--- config.mk ---
export PLATFORM = sky130hd
export DESIGN_NAME = simpleuart_rx_fifo
export DESIGN_NICKNAME = d
export VERILOG_FILES = /design/src/rtl/simpleuart_pkg.sv /design/src/rtl/simpleuart_rx_fifo_mem.sv /design/src/rtl/simpleuart_rx_fifo.sv
export SDC_FILE = /design/constraint.sdc
export NUM_CORES = 1
export LEC_CHECK = 0
export CORE_ASPECT_RATIO = 1.75
export CORE_MARGIN = 2
export CORE_UTILIZATION = 50
export DETAILED_ROUTE_END_ITERATION = 12
export PLACE_DENSITY = 0.73
export SKIP_LAST_GASP = 1
export SLEW_MARGIN = 10
export SYNTH_ARGS = -nofsm -noshare
export SYNTH_HDL_FRONTEND = slang
export SYNTH_SLANG_ARGS = --single-unit
--- constraint.sdc ---
create_clock -name clk -period 3.5 [get_ports clk]
set_input_delay 0.875 -clock clk [delete_from_list [all_inputs] [get_ports clk]]
set_output_delay 0.875 -clock clk [all_outputs]
set_load 0.01 [all_outputs]
--- src/rtl/simpleuart_pkg.sv ---
// Shared types and constants for the simpleuart receive path.
// Holds the receiver FSM state enum, the data-bit count, the divider floor and a parity helper.
package simpleuart_pkg;

  localparam int UART_DATA_BITS = 8;
  localparam int MIN_DIV        = 4;

  typedef enum logic [2:0] {
    IDLE,
    START,
    DATA,
    STOP,
    WAIT_IDLE,
    PARITY
  } rx_state_e;

  // Returns 1 when data plus parity bit do not give even parity.
  function automatic logic parity_bad(
    input logic [UART_DATA_BITS-1:0] d,
    input logic                      p
  );
    return ^{d, p};
  endfunction

endpackage

--- src/rtl/simpleuart_rx_fifo_mem.sv ---
// Synchronous byte FIFO with a registered head entry.
// Ports: clk/reset, push+wr_data, pop, rd_data/rd_valid, level, drop (push lost to full).
module simpleuart_rx_fifo_mem
  import simpleuart_pkg::*;
#(
  parameter int DEPTH_LOG2 = 4
) (
  input  logic                      clk,
  input  logic                      reset,
  input  logic                      push,
  input  logic [UART_DATA_BITS-1:0] wr_data,
  input  logic                      pop,
  output logic [UART_DATA_BITS-1:0] rd_data,
  output logic                      rd_valid,
  output logic [DEPTH_LOG2:0]       level,
  output logic                      drop
);

  localparam int DEPTH = 1 << DEPTH_LOG2;

  logic [UART_DATA_BITS-1:0] mem_q [DEPTH];
  logic [DEPTH_LOG2:0]       wr_q, wr_d;
  logic [DEPTH_LOG2:0]       rd_q, rd_d;
  logic [UART_DATA_BITS-1:0] head_q, head_d;
  logic                      empty, full;
  logic                      push_ok, pop_ok;

  assign empty = (wr_q == rd_q);
  assign full  = (wr_q[DEPTH_LOG2] != rd_q[DEPTH_LOG2]) &&
                 (wr_q[DEPTH_LOG2-1:0] == rd_q[DEPTH_LOG2-1:0]);

  assign pop_ok  = pop & ~empty;
  // A pop in the same cycle frees the slot, so a full FIFO still accepts.
  assign push_ok = push & (~full | pop_ok);
  assign drop    = push & full & ~pop_ok;

  always_comb begin
    wr_d   = wr_q + {{DEPTH_LOG2{1'b0}}, push_ok};
    rd_d   = rd_q + {{DEPTH_LOG2{1'b0}}, pop_ok};
    head_d = head_q;
    if (pop_ok || (push_ok && empty)) begin
      // New head is the incoming byte when it lands exactly at the read slot.
      if (push_ok && (rd_d == wr_q)) begin
        head_d = wr_data;
      end else begin
        head_d = mem_q[rd_d[DEPTH_LOG2-1:0]];
      end
    end
  end

  always_ff @(posedge clk) begin
    if (reset) begin
      wr_q   <= '0;
      rd_q   <= '0;
      head_q <= '0;
    end else begin
      wr_q   <= wr_d;
      rd_q   <= rd_d;
      head_q <= head_d;
    end
  end

  always_ff @(posedge clk) begin
    if (push_ok) begin
      mem_q[wr_q[DEPTH_LOG2-1:0]] <= wr_data;
    end
  end

  assign rd_data  = head_q;
  assign rd_valid = ~empty;
  assign level    = wr_q - rd_q;

endmodule

--- src/rtl/simpleuart_rx_fifo.sv ---
// 8N1 UART receiver feeding a byte FIFO drained by valid/ready; sticky overflow/frame_err flags.
// Ports: clk, reset, ser_rx, cfg_div, rd_data/rd_valid/rd_ready, level, overflow, frame_err, clr_err.
// Define UART_RX_PARITY_EN to add an even parity bit and the parity_err output.
module simpleuart_rx_fifo
  import simpleuart_pkg::*;
#(
  parameter int DEPTH_LOG2 = 4,
  parameter int DIV_WIDTH  = 16
) (
  input  logic                 clk,
  input  logic                 reset,
  input  logic                 ser_rx,
  input  logic [DIV_WIDTH-1:0] cfg_div,
  output logic [7:0]           rd_data,
  output logic                 rd_valid,
  input  logic                 rd_ready,
  output logic [DEPTH_LOG2:0]  level,
  output logic                 overflow,
  output logic                 frame_err,
`ifdef UART_RX_PARITY_EN
  output logic                 parity_err,
`endif
  input  logic                 clr_err
);

  logic                      sync1_q, rx_s, prev_q;
  rx_state_e                 state_q, state_d;
  logic [DIV_WIDTH-1:0]      div_q, div_d, div_in;
  logic [DIV_WIDTH-1:0]      cnt_q, cnt_d;
  logic [2:0]                idx_q, idx_d;
  logic [UART_DATA_BITS-1:0] data_q, data_d;
  logic                      overflow_q, overflow_d;
  logic                      frame_err_q, frame_err_d;
  logic                      push, drop, fe_set;
  logic                      expired;
`ifdef UART_RX_PARITY_EN
  logic                      par_q, par_d;
  logic                      parity_err_q, parity_err_d;
  logic                      pe_set;
`endif

  assign expired = (cnt_q == '0);
  // A divider below the floor cannot place a mid-bit sample; clamp it.
  assign div_in  = (cfg_div < DIV_WIDTH'(MIN_DIV)) ?
                   DIV_WIDTH'(MIN_DIV) : cfg_div;

  always_comb begin
    state_d = state_q;
    div_d   = div_q;
    cnt_d   = cnt_q;
    idx_d   = idx_q;
    data_d  = data_q;
    push    = 1'b0;
    fe_set  = 1'b0;
`ifdef UART_RX_PARITY_EN
    par_d   = par_q;
    pe_set  = 1'b0;
`endif
    unique case (state_q)
      IDLE: begin
        if (prev_q && !rx_s) begin
          state_d = START;
          div_d   = div_in;
          cnt_d   = div_in >> 1;
        end
      end
      START: begin
        if (!expired) begin
          cnt_d = cnt_q - 1'b1;
        end else if (rx_s) begin
          state_d = IDLE;
        end else begin
          state_d = DATA;
          cnt_d   = div_q;
          idx_d   = '0;
        end
      end
      DATA: begin
        if (!expired) begin
          cnt_d = cnt_q - 1'b1;
        end else begin
          data_d[idx_q] = rx_s;
          cnt_d         = div_q;
          if (idx_q == 3'd7) begin
`ifdef UART_RX_PARITY_EN
            state_d = PARITY;
`else
            state_d = STOP;
`endif
          end else begin
            idx_d = idx_q + 3'd1;
          end
        end
      end
`ifdef UART_RX_PARITY_EN
      PARITY: begin
        if (!expired) begin
          cnt_d = cnt_q - 1'b1;
        end else begin
          par_d   = rx_s;
          cnt_d   = div_q;
          state_d = STOP;
        end
      end
`endif
      STOP: begin
        if (!expired) begin
          cnt_d = cnt_q - 1'b1;
        end else if (rx_s) begin
          state_d = IDLE;
`ifdef UART_RX_PARITY_EN
          if (parity_bad(data_q, par_q)) begin
            pe_set = 1'b1;
          end else begin
            push = 1'b1;
          end
`else
          push = 1'b1;
`endif
        end else begin
          fe_set  = 1'b1;
          state_d = WAIT_IDLE;
        end
      end
      WAIT_IDLE: begin
        if (rx_s) begin
          state_d = IDLE;
        end
      end
      default: state_d = IDLE;
    endcase
  end

  // Sticky flags: a set in the same cycle as clr_err wins.
  always_comb begin
    overflow_d   = (clr_err ? 1'b0 : overflow_q) | drop;
    frame_err_d  = (clr_err ? 1'b0 : frame_err_q) | fe_set;
`ifdef UART_RX_PARITY_EN
    parity_err_d = (clr_err ? 1'b0 : parity_err_q) | pe_set;
`endif
  end

  always_ff @(posedge clk) begin
    if (reset) begin
      sync1_q     <= 1'b1;
      rx_s        <= 1'b1;
      prev_q      <= 1'b1;
      state_q     <= IDLE;
      div_q       <= '0;
      cnt_q       <= '0;
      idx_q       <= '0;
      data_q      <= '0;
      overflow_q  <= 1'b0;
      frame_err_q <= 1'b0;
    end else begin
      sync1_q     <= ser_rx;
      rx_s        <= sync1_q;
      prev_q      <= rx_s;
      state_q     <= state_d;
      div_q       <= div_d;
      cnt_q       <= cnt_d;
      idx_q       <= idx_d;
      data_q      <= data_d;
      overflow_q  <= overflow_d;
      frame_err_q <= frame_err_d;
    end
  end

`ifdef UART_RX_PARITY_EN
  always_ff @(posedge clk) begin
    if (reset) begin
      par_q        <= 1'b0;
      parity_err_q <= 1'b0;
    end else begin
      par_q        <= par_d;
      parity_err_q <= parity_err_d;
    end
  end

  assign parity_err = parity_err_q;
`endif

  simpleuart_rx_fifo_mem #(
    .DEPTH_LOG2 (DEPTH_LOG2)
  ) u_mem (
    .clk      (clk),
    .reset    (reset),
    .push     (push),
    .wr_data  (data_q),
    .pop      (rd_ready),
    .rd_data  (rd_data),
    .rd_valid (rd_valid),
    .level    (level),
    .drop     (drop)
  );

  assign overflow  = overflow_q;
  assign frame_err = frame_err_q;

endmodule

==> impl_metrics.toml <==
[logic_synthesis]
synthesis.area_per_instance_um2 = 13.29
postSynth.topFlopCell = "edfxtp_1"
synthesis.area_mm2 = 0.008533
synth.net_count = 676
biggest_area_consumer_among_synthesized_cells = "edfxtp_1"
synth_cells = 642
yosys.area.top_type_share_pct = 45.04
synth.top_cells.by_area = "edfxtp_1 (45%), dfxtp_1 (16%), mux4_2 (9.0%)"
synth_enable_flop_cells = 128
synth-seq-area-share_pct = 61.23
synthesis.yosys.warnings = 0
synthDistinctLibCells = 54
yosys_register_bits = 197
synth_async_sr_flop_share_pct = 0

[place]
globalplace.congestion = 0.8698
placed_area_mm2 = 0.009438
io_buffer_count = 36
dp_cells = 919
dp_hpwl_um = 13850

[floorplan]
std_cell_rows = 63
core_mm2 = 0.01687
die_width_um = 102.8
die_height_um = 176.8
design.die.area_mm2 = 0.01817
floorplan.initialDensity_pct = 50.59
floorplan.io_pins = 37

[cells_and_area]
synthToLayoutAreaGrowth_pct = 17.52
regArea_mm2 = 0.005225
antennaDiodeCount = 0
final_cells = 951
finish.net_count = 745
post-route-util_pct = 59.45
area_of_the_multi_input_gates_mm2 = 0.003156
layout_commonest_cell = "edfxtp_1"
n_fill_cell = 1329
layout_common_cells = "edfxtp_1 (128), dfxtp_1 (69), nor2_1 (66), buf_4 (44), clkdlybuf4s50_1 (35)"
final_design_area_no_fill_mm2 = 0.01003
final_layout_size_suffix_gt1_share_pct = 18.09

[detailed_routing]
drcViolationCount = 0
wirelength_um = 19090
routed_via_density = 5.862
routed-via-count = 5575
drt-wirelength-per-cell_um = 20.08
first_iteration_detailed_routing_drc_count = 319
antenna_left = 0
firstDrtPassIters = 5

[sta]
clock.fmax_ghz = 0.2980
hold_viol_final = 0
min_period_ns = 3.356
fin_skew_ns = 0.01479
period_share_pct = 95.87
maxSlewHeadroom_pct = 29.18
worst_slew_pin_slew_ns = 1.059
unrepaired_setup_endpoints_after_global_routing = "no"
accumulated_negative_setup_slack_ns = 0
slew_viol_final = 0
timing.final.setup_violations = 0

[pwr]
final_power_mw = 5.868
vdd_drop_max_mv = 0.3895
leakage_nw = 3.572
p_per_area_mw_per_mm2 = 585.1

[grt]
antenna_found_initial = 0
global_route_wire_length_before_repair_um = 30220
grt_max_degree = 51
vias_in_the_first_global_route = 5804
groute.usage.overall_pct = 22.39
grt_overflow = 0

[cts]
cts_tree = "done"
cts_made_buffers = 17
worst_skew_pair.late_latency_ns = 0.43
clock_tree.htree_level_count = 4
clockBufferDepth = 2
clk_pin_slew_ns = 0.07
clock_sink_count = 197
post_cts_hold_buffer_count = 0
postCtsSetupBuffers = 0
ctsRootBufferMaster = "clkbuf_16"

[setup_path]
r2r_slack_ns = 0.14
reg2reg_depth = 15
end_kind = "flip-flop"
rr_startpoint = "u_mem.rd_q[2]"
cp_data_arrival_time_ns = 3.68
reg2reg_to = "u_mem.rd_data[7]"
worst-setup-path-type = "reg2reg"
critical_path.max_fanout = 20
critPathLaunchType = "flip-flop"
timing.critical_path.required_ns = 3.82

[flow_run]
cap_viol_max_count = 0

[hold_path]
hold_path_class = "reg2reg"
holdPathEnd = "rx_s"
holdCritStartpoint = "sync1_q"
min_delay_path_depth = 1

[run_status]
status = "completed"
-- cells in the mapped netlist (11+ instances only) --
master	number
mux2i_1	28
buf_2	11
mux4_2	34
a21oi_1	25
clkbuf_1	19
nand3_1	26
o21ai_0	21
nor2_1	66
dfxtp_1	69
a211oi_1	12
nand2_1	24
edfxtp_1	128
and2_1	16
nor3_1	12
inv_1	16
ha_1	12
-- worst max-delay path, stage by stage, from the launching register on --
cell and delay [ns]:
dfxtp_1 0.36, inv_1 0.06, ha_1 0.35, nand4_1 0.13, nor2_1 0.15, inv_1 0.10, and2_1 0.21, ha_4 0.17
ha_1 0.22, xor2_2 0.19, buf_12 0.19, mux4_2 0.32, mux2i_1 0.24, buf_4 0.17, a21oi_1 0.06, a221o_1 0.29
-- power breakdown --
group          internal, mW  switching [mW]
Clock                 0.985           0.824
Combinational         0.530           0.854
Sequential             2.54           0.135
-- final cells by class --
type	instances	area share [%]
Clock inverter	10	0.9856
Timing Repair Buffer	84	7.548
Multi-Input combinational cell	394	31.47
Tap cell	227	2.832
Sequential cell	197	52.10
Inverter	17	0.6363
Clock buffer	22	4.429
-- per-stage QoR --
stage                     hold WS, ns  setup slack, ns
after detailed placement       0.4033          -0.2514
after global placement         0.4016          -0.1345
final                          0.4178           0.1445
after global routing           0.4250         0.003093
after floorplan                0.3895          0.01558
after CTS                      0.4206          0.06964
-- sequential cells by signal, indices dropped and copies added, names as in the netlist, 3 cells and up --
name / cells
u_mem.rd_q: 5
cnt_q: 16
idx_q: 3
u_mem.wr_q: 5
div_q: 16
u_mem.rd_data: 8
u_mem.mem_q: 128
data_q: 8
state_q: 3
-- metal layers --
metal  track usage [%]  part of all wire (%)  vias to the layer above
li1                  -                     -                     2586
met1             23.34                    36                     2787
met2             42.08                    58                      158
met3             4.344                   3.3                       44
met4             10.03                   3.2                        0
met5                 0                     0                        -
-- repair_timing --
item,4_1_cts,5_1_grt
resized for setup,1,9
endpoints found under the setup margin,8,8
cloned,0,0
-- how the worst max path moves through the flow --
stage,slack (ns),start,to
4_1_cts,0.07,u_mem.rd_q[2],u_mem.rd_data[0]
5_1_grt,0.003,u_mem.rd_q[3],u_mem.rd_data[1]
6_report,0.14,u_mem.rd_q[2],u_mem.rd_data[7]
2_1_floorplan,0.02,u_mem.rd_q[2],u_mem.rd_data[4]
3_5_place_dp,-0.25,rd_ready,u_mem.rd_data[1]
3_3_place_gp,-0.13,rd_ready,u_mem.rd_data[5]
-- cell families after synthesis --
kind of cell	share of synthesized area, %
multiplexers	12.26
adder cells (fa/ha/maj)	1.994
AO/OA/AOI/OAI	8.519
buffers and inverters	2.405
AND/OR/NAND/NOR	11.74
flip-flops	61.23
XOR/XNOR	1.847
Power figures use the tool's default switching activity.
